### config.mk
export PLATFORM = sky130hd
export DESIGN_NAME = mem_port_arbiter
export DESIGN_NICKNAME = d
export VERILOG_FILES = /design/src/rtl/mem_port_arbiter.sv
export SDC_FILE = /design/constraint.sdc
export NUM_CORES = 1
export LEC_CHECK = 0
export CORE_AREA = 2 2 122 124
export CTS_CLUSTER_SIZE = 12
export DETAILED_ROUTE_END_ITERATION = 10
export DIE_AREA = 0 0 124 126
export DONT_BUFFER_PORTS = 1
export SYNTH_ARGS = -nofsm -noshare
export SYNTH_HDL_FRONTEND = slang
export SYNTH_SLANG_ARGS = --single-unit
### constraint.sdc
create_clock -name i_clk -period 1.9 [get_ports i_clk]
set_input_delay 0.285 -clock i_clk [delete_from_list [all_inputs] [get_ports i_clk]]
set_output_delay 0.285 -clock i_clk [all_outputs]
set_load 0.05 [all_outputs]
### src/rtl/mem_port_arbiter.sv
// mem_port_arbiter
//
// Shares one AXI4-Lite master port between three cache line-transfer
// requesters and breaks each line transfer into LINE_WORDS single-word
// AXI4-Lite transactions, one outstanding beat at a time.
//
// Requesters (i_req bit / grant bit):
//   [0] icache fill      - read,  address i_addr_i
//   [1] dcache fill      - read,  address i_addr_d
//   [2] dcache write-back - write, address i_addr_wb, data i_wb_data
// Fixed priority wb > dcache fill > icache fill. Requests are only looked at
// while idle. Once a transfer starts, its grant is held until its done pulse.
//
// Ports:
//   i_clk, i_arst          clock, synchronous active-high reset
//   i_req, i_addr_*        level requests and their line addresses
//   i_wb_data              write-back word at o_word_idx (combinational read)
//   o_grant                one-hot current owner, 0 when idle
//   o_word_idx             beat index within the line
//   o_fill_data, o_fill_we fill word for the owning cache (zero-latency R pass-through)
//   o_done                 one-hot, one-cycle completion pulse
//   AR/R, AW/W/B           AXI4-Lite master channels (strobes implied all ones)
//
// Optional feature (macro MEM_ARB_ERR_EN): adds o_err, a sticky flag set by any
// R or B handshake whose response is non-zero; cleared only by reset.

module mem_port_arbiter #(
    parameter int ADDR_W     = 32,
    parameter int LINE_WORDS = 4
) (
    input  logic                          i_clk,
    input  logic                          i_arst,
    input  logic [2:0]                    i_req,
    input  logic [ADDR_W-1:0]             i_addr_i,
    input  logic [ADDR_W-1:0]             i_addr_d,
    input  logic [ADDR_W-1:0]             i_addr_wb,
    input  logic [31:0]                   i_wb_data,
    output logic [2:0]                    o_grant,
    output logic [$clog2(LINE_WORDS)-1:0] o_word_idx,
    output logic [31:0]                   o_fill_data,
    output logic                          o_fill_we,
    output logic [2:0]                    o_done,
    output logic [ADDR_W-1:0]             o_araddr,
    output logic                          o_arvalid,
    input  logic                          i_arready,
    input  logic [31:0]                   i_rdata,
    input  logic [1:0]                    i_rresp,
    input  logic                          i_rvalid,
    output logic                          o_rready,
    output logic [ADDR_W-1:0]             o_awaddr,
    output logic                          o_awvalid,
    input  logic                          i_awready,
    output logic [31:0]                   o_wdata,
    output logic                          o_wvalid,
    input  logic                          i_wready,
    input  logic [1:0]                    i_bresp,
    input  logic                          i_bvalid,
    output logic                          o_bready
`ifdef MEM_ARB_ERR_EN
    ,
    output logic                          o_err
`endif
);

    localparam int IDX_W = $clog2(LINE_WORDS);
    localparam int OFF_W = IDX_W + 2;
    // Clears the byte-within-line bits so the latched base is line aligned.
    localparam logic [ADDR_W-1:0] BASE_MASK = ~ADDR_W'((1 << OFF_W) - 1);

    typedef enum logic [2:0] {
        IDLE,
        RD_ADDR,
        RD_DATA,
        WR_REQ,
        WR_RESP,
        DONE
    } state_t;

    state_t            state, state_nxt;
    logic [2:0]        grant, grant_nxt;
    logic [ADDR_W-1:0] base, base_nxt;
    logic [IDX_W-1:0]  idx, idx_nxt;
    logic              aw_ok, aw_ok_nxt;
    logic              w_ok, w_ok_nxt;
    logic [ADDR_W-1:0] beat_addr;
    logic              last_beat;

    // Base is line aligned, so OR-ing in the word offset equals base + idx*4.
    assign beat_addr = base | ADDR_W'({idx, 2'b00});
    assign last_beat = (idx == IDX_W'(LINE_WORDS - 1));

    always_ff @(posedge i_clk) begin
        if (i_arst) begin
            state <= IDLE;
            grant <= '0;
            base  <= '0;
            idx   <= '0;
            aw_ok <= 1'b0;
            w_ok  <= 1'b0;
        end else begin
            state <= state_nxt;
            grant <= grant_nxt;
            base  <= base_nxt;
            idx   <= idx_nxt;
            aw_ok <= aw_ok_nxt;
            w_ok  <= w_ok_nxt;
        end
    end

    always_comb begin
        state_nxt   = state;
        grant_nxt   = grant;
        base_nxt    = base;
        idx_nxt     = idx;
        aw_ok_nxt   = aw_ok;
        w_ok_nxt    = w_ok;

        o_grant     = grant;
        o_word_idx  = idx;
        o_fill_data = '0;
        o_fill_we   = 1'b0;
        o_done      = '0;
        o_araddr    = beat_addr;
        o_arvalid   = 1'b0;
        o_rready    = 1'b0;
        o_awaddr    = beat_addr;
        o_awvalid   = 1'b0;
        o_wdata     = i_wb_data;
        o_wvalid    = 1'b0;
        o_bready    = 1'b0;

        case (state)
            IDLE: begin
                idx_nxt   = '0;
                aw_ok_nxt = 1'b0;
                w_ok_nxt  = 1'b0;
                if (i_req[2]) begin
                    grant_nxt = 3'b100;
                    base_nxt  = i_addr_wb & BASE_MASK;
                    state_nxt = WR_REQ;
                end else if (i_req[1]) begin
                    grant_nxt = 3'b010;
                    base_nxt  = i_addr_d & BASE_MASK;
                    state_nxt = RD_ADDR;
                end else if (i_req[0]) begin
                    grant_nxt = 3'b001;
                    base_nxt  = i_addr_i & BASE_MASK;
                    state_nxt = RD_ADDR;
                end
            end

            RD_ADDR: begin
                o_arvalid = 1'b1;
                if (i_arready) begin
                    state_nxt = RD_DATA;
                end
            end

            RD_DATA: begin
                o_rready = 1'b1;
                if (i_rvalid) begin
                    o_fill_data = i_rdata;
                    o_fill_we   = 1'b1;
                    idx_nxt     = idx + IDX_W'(1);
                    state_nxt   = last_beat ? DONE : RD_ADDR;
                end
            end

            WR_REQ: begin
                // AW and W complete independently; each valid drops once its
                // own handshake has happened and the beat moves on when both have.
                o_awvalid = !aw_ok;
                o_wvalid  = !w_ok;
                if ((aw_ok || i_awready) && (w_ok || i_wready)) begin
                    aw_ok_nxt = 1'b0;
                    w_ok_nxt  = 1'b0;
                    state_nxt = WR_RESP;
                end else begin
                    aw_ok_nxt = aw_ok || i_awready;
                    w_ok_nxt  = w_ok || i_wready;
                end
            end

            WR_RESP: begin
                o_bready = 1'b1;
                if (i_bvalid) begin
                    idx_nxt   = idx + IDX_W'(1);
                    state_nxt = last_beat ? DONE : WR_REQ;
                end
            end

            DONE: begin
                o_done    = grant;
                grant_nxt = '0;
                state_nxt = IDLE;
            end

            default: begin
                state_nxt = IDLE;
                grant_nxt = '0;
            end
        endcase
    end

`ifdef MEM_ARB_ERR_EN
    logic err;

    always_ff @(posedge i_clk) begin
        if (i_arst) begin
            err <= 1'b0;
        end else if ((state == RD_DATA && i_rvalid && i_rresp != 2'b00) ||
                     (state == WR_RESP && i_bvalid && i_bresp != 2'b00)) begin
            err <= 1'b1;
        end
    end

    assign o_err = err;
`else
    // Responses are not acted on in this build.
    logic resp_unused;
    assign resp_unused = ^{i_rresp, i_bresp};
`endif

endmodule

==> results_dict.tcl <==
set metrics [dict create \
    ant_nets 0 \
    cp_slowest_cell "or2_2" \
    vias 2725 \
    slew_headroom 0.663 \
    p_total_mw 4.80 \
    worstSetupPathType "reg2out" \
    max-cap-violations 0 \
    dr.pass1.iters 4 \
    clock_path_buffers 2 \
    vias_per_cell 4.83 \
    clkTransAtPathRegs_ns 0.06 \
    avgSynthCellArea_um2 7.97 \
    grt_use_total 0.124 \
    io_pins 316 \
    final.setup.tns_ns 0 \
    crit_path_frequent_cell "buf_4" \
    grt_pass1_vias 2837 \
    grt_first_pass_wirelength_um 14500 \
    dp_hpwl_um 8190 \
    grt_max_degree 45 \
    cts_root_buffer "clkbuf_16" \
    rsz0062_at_grt "no" \
    routedWlPerCell_um 18.1 \
    cts_hold_buf 0 \
    clock_latency_ns 0.29 \
    synthArstFlopShare 0 \
    die_area_um2 15600 \
    worstPathRequired_ns 1.62 \
    power_density_nw_per_um2 1250 \
    drt_wl_total_um 10200 \
    gp_congestion 0.792 \
    ys.flop_type "dfxtp_1" \
    vdd_ir_drop_max_mv 0.657 \
    port_buffers 0 \
    antennaDiodeCount 0 \
    cp-end-kind "output port" \
    drt-initial-drc-count 71 \
    synth_edf_count 0 \
    cp_max_fo 11 \
    netlist_area_um2 3120 \
    worst_pin_slew_ns 0.505 \
    cp_data_arrival_time_ns 1.54 \
    grt-ovfl-total 0 \
    yosys_warnings 0 \
    yosysUniqueCellTypes 49 \
    tritoncts "yes" \
    post-route-drc-count 0 \
    ys_seq_area_frac 0.244 \
    htreeDepth 2 \
    setup_violations 0 \
    cts_buffers 5 \
    crit_chain "buf_4 -> or2_2 -> nor2_1 -> buf_4" \
    initial_core_util 0.218 \
    hold_violations 0 \
    fin_cells 564 \
    ys_ff_latch 38 \
    rows 44 \
    final_max_slew_viol_count 0 \
    leakagePower_nw 1.66 \
    placed_cells 557 \
    finalCriticalPeriod_ns 1.83 \
    drive_gt1_frac 0.345 \
    max_freq_mhz 547 \
    clkSinkCount 38 \
    core_area_um2 14300 \
    period_share 0.963 \
    antenna_found_initial 1 \
    netlist_instances 391 \
    run_status "finished clean" \
    syn_to_final_growth_pct 23.5 \
    critPathLaunchType "register" \
    cpPeakStageDelay_ns 0.36 \
    skew_ns 0.00937 \
    fin_nets 555 \
    hp-class "in2reg" \
    die_x_um 124 \
    die_y_um 126 \
]
[per-stage QoR]
stage	hold WS, ns	instance area, um^2	worst slack [ns]	utilization
2_1_floorplan	0.460	3140	0.00330	-
3_3_place_gp	0.362	3660	0.263	0.256
3_5_place_dp	0.361	3660	0.188	0.256
4_1_cts	0.0421	3830	0.0282	0.268
5_1_grt	0.0425	3850	0.00150	0.269
6_report	0.0566	3850	0.0705	0.269
[area by class of cell]
class	instances	area, um^2
Fill cell	1514	10500
Inverter	6	22.5
Multi-Input combinational cell	252	1710
Clock buffer	6	139
Sequential cell	38	764
Tap cell	184	230
Clock inverter	1	30.0
Timing Repair Buffer	77	957
[what timing repair did]
| action | 4_1_cts | 5_1_grt |
|---|---|---|
| pin swaps | 1 | 0 |
| hold endpoints to repair | 0 | 0 |
| resized for setup | 1 | 4 |
| buffers inserted | 0 | 0 |
| endpoints found under the setup margin | 3 | 7 |
[cell usage in the layout, fill, tap and decap left out, types with 2 or more instances in the layout]
master,netlist,final
nor2_1,9,9
inv_2,1,2
o21ai_0,9,9
and3_2,0,10
conb_1,1,4
nand2b_1,2,2
mux2i_1,28,28
dfxtp_1,38,35
o211ai_1,9,9
o211ai_2,20,20
clkbuf_16,0,5
a21oi_1,35,35
nand3_1,4,4
a32o_1,2,2
buf_12,0,30
buf_4,69,46
nand2_1,61,61
o21a_1,2,2
inv_1,5,4
dfxtp_2,0,3
and3_1,35,25
or3_1,3,3
[routing by layer]
metal | GRT usage | wire, um
met1 | 0.101 | 3240
met2 | 0.251 | 5560
met3 | 0.0584 | 1250
met4 | 0.0383 | 153
met5 | 0 | 12
[synthesized netlist by cell type (2+ instances only)]
master    count  share of area
o211ai_1      9          0.022
or3_1         3         0.0060
o211ai_2     20          0.080
buf_4        69           0.17
dfxtp_1      38           0.24
a21oi_1      35          0.056
buf_6         4          0.014
mux2i_1      28          0.090
buf_1         2         0.0024
nor3_1        2         0.0032
nand3_1       4         0.0064
nand2b_1      2         0.0040
buf_2         7          0.011
o21ai_0       9          0.014
inv_1         5         0.0060
nand2_1      61          0.073
and3_1       35          0.070
a32o_1        2         0.0064
nor2b_1       2         0.0040
o21a_1        2         0.0048
nor2_1        9          0.011
clkbuf_1     16          0.019
[power by group]
group	leakage (nW)	switching (mW)	internal, mW
clock	0.0829	0.335	0.648
sequential	0.314	0.0902	0.953
combinational	1.27	1.98	0.788
[sequential cells by signal, indices dropped and copies added (netlist names)]
register,cells
base,28
o_grant,3
state,3
o_word_idx,2
aw_ok,1
w_ok,1
[cell families (layout without fill, tap and decap cells)]
family / after synthesis / after routing / share of synthesized area
multiplexers: 28 / 28 / 0.0899
AO/OA/AOI/OAI: 90 / 90 / 0.229
adder cells (fa/ha/maj): 1 / 1 / 0.00401
other: 1 / 4 / 0.00120
AND/OR/NAND/NOR: 129 / 129 / 0.211
flip-flops: 38 / 38 / 0.244
buffers and inverters: 104 / 90 / 0.221
[worst paths after layout]
| kind | cells past startpoint | endpoint | start | slack, ns |
|---|---|---|---|---|
| min | 1 | o_word_idx[0] | i_arst | 0.06 |
| min reg2reg | 2 | base[14] | base[14] | 0.45 |
| max reg2reg | 5 | state[2] | state[2] | 0.10 |
| max | 4 | o_bready | state[1] | 0.07 |
[worst max-delay path, delay by kind of cell (launching register included)]
family	cells	cell delay, ns
flops	1	0.34
buf+inv	2	0.41
simple gates	2	0.50
No activity file was read; power rests on OpenSTA's default activity.
